### config.mk
export PLATFORM = sky130hd
export DESIGN_NAME = operand_loader
export DESIGN_NICKNAME = d
export VERILOG_FILES = /design/src/rtl/operand_loader_pkg.sv /design/src/rtl/btn_conditioner.sv /design/src/rtl/operand_loader.sv
export SDC_FILE = /design/constraint.sdc
export NUM_CORES = 1
export LEC_CHECK = 0
export CAP_MARGIN = 30
export CELL_PAD_IN_SITES_DETAIL_PLACEMENT = 0
export CELL_PAD_IN_SITES_GLOBAL_PLACEMENT = 1
export CORE_MARGIN = 2
export CORE_UTILIZATION = 34
export CTS_CLUSTER_SIZE = 12
export DETAILED_ROUTE_END_ITERATION = 10
export PLACE_DENSITY_LB_ADDON = 0.1
export SLEW_MARGIN = 10
export SYNTH_ARGS = -nofsm -noshare
export SYNTH_HDL_FRONTEND = slang
export SYNTH_HIERARCHICAL = 1
export SYNTH_SLANG_ARGS = --single-unit
### constraint.sdc
create_clock -name i_clk -period 1.83 [get_ports i_clk]
set_input_delay 0.2745 -clock i_clk [delete_from_list [all_inputs] [get_ports i_clk]]
set_output_delay 0.2745 -clock i_clk [all_outputs]
set_load 0.05 [all_outputs]
### src/rtl/operand_loader_pkg.sv
// Shared types and constants for the operand loader: FSM state encoding and default widths.
package operand_loader_pkg;

    localparam int STATE_W       = 2;
    localparam int DEFAULT_WIDTH = 4;

    typedef enum logic [STATE_W-1:0] {
        S_WAIT_X  = 2'b00,
        S_WAIT_Y  = 2'b01,
        S_READY   = 2'b10,
        S_INVALID = 2'b11
    } state_t;

endpackage

### src/rtl/btn_conditioner.sv
// Raw pushbutton to one-cycle press pulse: 2-flop synchroniser, optional debounce, rising edge.
// Debounce is compiled in with OPERAND_LOADER_DEBOUNCE_EN.
module btn_conditioner #(
    parameter int DEBOUNCE_CYCLES = 50000
) (
    input  logic i_clk,
    input  logic i_rst_n,
    input  logic i_raw,
    output logic o_press
);

    logic [1:0] r_sync;
    logic       r_prev;
    logic       w_level;

    // Everything resets to "pressed" so a button held through reset yields no press.
    always_ff @(posedge i_clk) begin
        if (!i_rst_n) begin
            r_sync <= 2'b11;
        end else begin
            r_sync <= {r_sync[0], i_raw};
        end
    end

`ifdef OPERAND_LOADER_DEBOUNCE_EN
    localparam int CNT_W = $clog2(DEBOUNCE_CYCLES + 1);
    localparam logic [CNT_W-1:0] CNT_LAST = CNT_W'(DEBOUNCE_CYCLES - 1);

    logic [CNT_W-1:0] r_cnt;
    logic             r_level;

    // Level flips only after DEBOUNCE_CYCLES consecutive mismatching samples.
    always_ff @(posedge i_clk) begin
        if (!i_rst_n) begin
            r_cnt   <= '0;
            r_level <= 1'b1;
        end else if (r_sync[1] == r_level) begin
            r_cnt <= '0;
        end else if (r_cnt == CNT_LAST) begin
            r_cnt   <= '0;
            r_level <= r_sync[1];
        end else begin
            r_cnt <= r_cnt + 1'b1;
        end
    end

    assign w_level = r_level;
`else
    assign w_level = r_sync[1];
`endif

    always_ff @(posedge i_clk) begin
        if (!i_rst_n) begin
            r_prev <= 1'b1;
        end else begin
            r_prev <= w_level;
        end
    end

    assign o_press = w_level & ~r_prev;

endmodule

### src/rtl/operand_loader.sv
// Captures X then Y from the switches on successive button presses and presents a stable pair.
// Optional button debounce is selected with OPERAND_LOADER_DEBOUNCE_EN.
module operand_loader
    import operand_loader_pkg::*;
#(
    parameter int WIDTH           = DEFAULT_WIDTH,
    parameter int DEBOUNCE_CYCLES = 50000
) (
    input  logic               i_clk,
    input  logic               i_rst_n,
    input  logic [WIDTH-1:0]   i_sw,
    input  logic               i_btn_load,
    input  logic               i_clear,
    output logic [WIDTH-1:0]   o_x_out,
    output logic [WIDTH-1:0]   o_y_out,
    output logic               o_pair_valid,
    output logic               o_pair_strobe,
    output logic [STATE_W-1:0] o_state_out
);

    logic             w_press;
    state_t           r_state, w_state_d;
    logic [WIDTH-1:0] r_x, w_x_d;
    logic [WIDTH-1:0] r_y, w_y_d;
    logic             r_valid, w_valid_d;
    logic             r_strobe, w_strobe_d;

    btn_conditioner #(
        .DEBOUNCE_CYCLES(DEBOUNCE_CYCLES)
    ) u_btn_conditioner (
        .i_clk  (i_clk),
        .i_rst_n(i_rst_n),
        .i_raw  (i_btn_load),
        .o_press(w_press)
    );

    always_comb begin
        w_state_d  = r_state;
        w_x_d      = r_x;
        w_y_d      = r_y;
        w_strobe_d = 1'b0;
        if (i_clear) begin
            w_state_d = S_WAIT_X;
            w_x_d     = '0;
            w_y_d     = '0;
        end else begin
            unique case (r_state)
                S_WAIT_X: begin
                    if (w_press) begin
                        w_x_d     = i_sw;
                        w_state_d = S_WAIT_Y;
                    end
                end
                S_WAIT_Y: begin
                    if (w_press) begin
                        w_y_d      = i_sw;
                        w_strobe_d = 1'b1;
                        w_state_d  = S_READY;
                    end
                end
                S_READY: begin
                    if (w_press) begin
                        w_x_d     = i_sw;
                        w_state_d = S_WAIT_Y;
                    end
                end
                default: begin
                    // Unreachable encoding: recover to a clean empty state.
                    w_state_d = S_WAIT_X;
                    w_x_d     = '0;
                    w_y_d     = '0;
                end
            endcase
        end
        w_valid_d = (w_state_d == S_READY);
    end

    always_ff @(posedge i_clk) begin
        if (!i_rst_n) begin
            r_state  <= S_WAIT_X;
            r_x      <= '0;
            r_y      <= '0;
            r_valid  <= 1'b0;
            r_strobe <= 1'b0;
        end else begin
            r_state  <= w_state_d;
            r_x      <= w_x_d;
            r_y      <= w_y_d;
            r_valid  <= w_valid_d;
            r_strobe <= w_strobe_d;
        end
    end

    assign o_x_out       = r_x;
    assign o_y_out       = r_y;
    assign o_pair_valid  = r_valid;
    assign o_pair_strobe = r_strobe;
    assign o_state_out   = r_state;

endmodule

==> impl_metrics.yaml <==
pwr:
  pwr-share-seq_pct: 59.9
  p_leak_uw: 0.0002793
  power_density_nw_per_um2: 681.7
  power_frac_clock_pct: 32.3
  p_comb_share_pct: 7.8
  irDropWorstVdd_uv: 428.7
  p_int_uw: 438.0
  finalPower_uw: 554.4
  p_switching_uw: 116.4
  switching_share_pct: 20.99
detailed_routing:
  wl_mm: 1.224
  drc: 0
  drt_iter0_drc: 12
  avgViaCountPerCell: 5.258
  firstDrtPassIters: 4
  wire_per_inst_microns: 13.16
  vias: 489
  drtAntennaViolNets: 0
global_route:
  grt_pass1_wl_mm: 1.876
  antenna_found_initial: 0
  use_met3_pct: 7.540
  grt_usage_pct: 12.86
  grt-busiest-layer: "met2"
  grtUsageMet2_pct: 18.31
  grt_max_degree: 13
  grt_util_met1_pct: 16.47
  grt-ovfl-total: 0
  grt_pass1_vias: 442
setup_path:
  critPathMaxFanout: 2
  path_cells: "clkdlybuf4s50_1"
  critPathMaxStageDelay_ps: 810
  arrival_ps: 1430
  cp_num_buf_inv: 1
  cp_slowest_cell: "clkdlybuf4s50_1"
  worstPathRequired_ps: 1560
  critPathKind: "register to output port"
  crit_path_start_kind: "register"
  endpoint_kind: "output port"
  critPathTopFamily: "buffers and inverters"
cells_and_area:
  layout-drive-gt1-share_pct: 11.84
  fin_util_pct: 48.15
  nNetsFinal: 85
  area_growth_syn_to_layout_pct: 36.84
  fill_cells: 167
  antenna_cells: 0
sta:
  whs_ps: 415.6
  clock.fmax_mhz: 587.5
  period_minus_slack_ps: 1702
  setup_tns_ps: 0
  slew_violations: 0
  slew_headroom_pct: 66.51
  tightestPinTransition_ps: 500.8
  postLayoutSetupSlackWorst_ps: 127.8
  rsz0062_at_grt: "no"
  setup_viol: 0
  finalCritPeriodShare_pct: 93.02
  finalHoldViolations: 0
  skew_ps: 3.584
cts:
  htree_num_levels: 1
  cts-root-buf: "clkbuf_4"
  cts.sink_count: 15
  clockBufferDepth: 2
  clk_latency_ps: 270
  cts_resized: 0
  post-cts-setup-buffers: 0
  hold_buffers: 0
  cts_buffers: 3
  cts_tree: "done"
  clkTransAtPathRegs_ps: 80
die:
  fp.dieW_microns: 45.81
  coreArea_sq_um: 1689
  io_pins: 20
  dieArea_sq_um: 2099
  core.rowCount: 15
  initial_core_util_pct: 35.19
  die_h_microns: 45.81
logic_synthesis:
  synth-seq-cells: 15
  ys_types: 19
  synth_fp_nets: 63
  syn_inst: 55
  synth_area_sq_um: 594.3
  ys_seq_area_share_pct: 50.53
  avgSynthCellArea_sq_um: 10.81
  yosysWarnings: 6
placement:
  numPortBuffers: 19
  dp_hpwl_microns: 923.5
  routabilityCongestion: 0.7543
  place_ws_ps: 279.5
hold_path:
  hp-class: "register to register"
run_status:
  status: "finished, final reports clean"
job:
  cap_violations: 0
==> Yosys cell counts, drive strengths merged <==
master / count / area (sq um)
dfxtp: 15 / 300.3
o32ai: 6 / 52.55
nand2b: 5 / 31.28
nand3b: 5 / 37.54
inv: 4 / 15.01
a21oi: 3 / 15.01
buf: 3 / 21.27
a32o: 2 / 20.02
nand2: 2 / 7.510
nor2b: 2 / 20.02
or3b: 2 / 17.52
and4bb: 1 / 12.51
mux2: 1 / 11.26
mux2i: 1 / 10.01
nand4bb: 1 / 11.26
nor2: 1 / 3.750
o21a: 1 / 7.510
==> power by group through the flow <==
stage / Sequential, uW / Clock, uW / Combinational (uW)
after CTS: 332 / 189 / 43.2
after floorplan: 342 / 0 / 16.1
final: 332 / 179 / 43.2
after global routing: 333 / 202 / 46.0
after detailed placement: 340 / 0 / 42.9
after global placement: 340 / 0 / 43.1
==> registers in the layout, indices dropped and copies added, names as in the netlist <==
name	flops
o_pair_strobe	1
o_pair_valid	1
o_state_out	2
o_x_out	4
o_y_out	4
u_btn_conditioner/r_prev	1
u_btn_conditioner/r_sync	2
==> placed cells by master (no fill, tap or decap), drive strengths merged <==
master         instances
a21oi                  3
a32o                   2
and4bb                 1
buf                    3
clkbuf                 4
clkdlybuf4s50         17
dfxtp                 15
inv                    4
mux2                   1
mux2i                  1
nand2                  2
nand2b                 5
nand3b                 5
nand4bb                1
nor2                   1
nor2b                  2
o21a                   1
o32ai                  6
or3b                   2
==> area by class of cell <==
| class | count | area [sq um] | area share (%) |
|---|---|---|---|
| flip-flops and latches | 15 | 300.3 | 36.92 |
| multi-input cells | 33 | 257.7 | 31.69 |
| repair buffers | 20 | 192.7 | 23.69 |
| clock buffers | 4 | 26.28 | 3.231 |
| well taps | 17 | 21.27 | 2.615 |
| inverters | 4 | 15.01 | 1.846 |
==> cell families after synthesis <==
| group | after synthesis | share of synthesized area, % |
|---|---|---|
| DFF | 15 | 50.53 |
| muxes | 2 | 3.579 |
| buffers and inverters | 7 | 6.104 |
| AOI/OAI and AO/OA | 12 | 16.00 |
| and+or+nand+nor | 19 | 23.79 |
==> through the flow <==
| step | std cells | area, sq um |
|---|---|---|
| after floorplan | 55 | 594.3 |
| after global placement | 89 | 787.0 |
| after detailed placement | 89 | 787.0 |
| after CTS | 93 | 813.3 |
| after global routing | 93 | 813.3 |
| final | 93 | 813.3 |
==> final timing paths <==
path              cells after the start                           to                        start  slack (ps)
setup / recovery                      1                   o_x_out[3]                   o_x_out[3]         130
hold / removal                        1  u_btn_conditioner/r_sync[1]  u_btn_conditioner/r_sync[0]         420
setup reg to reg                      3                   o_y_out[0]  u_btn_conditioner/r_sync[1]         650
hold reg to reg                       1  u_btn_conditioner/r_sync[1]  u_btn_conditioner/r_sync[0]         420
==> per-layer routing <==
metal	wire, microns	share of wire (%)
met5	0	0
met4	0	0
met2	567	46
met3	85	6.9
met1	572	47
Note: power is estimated with default switching activity, not from simulation.
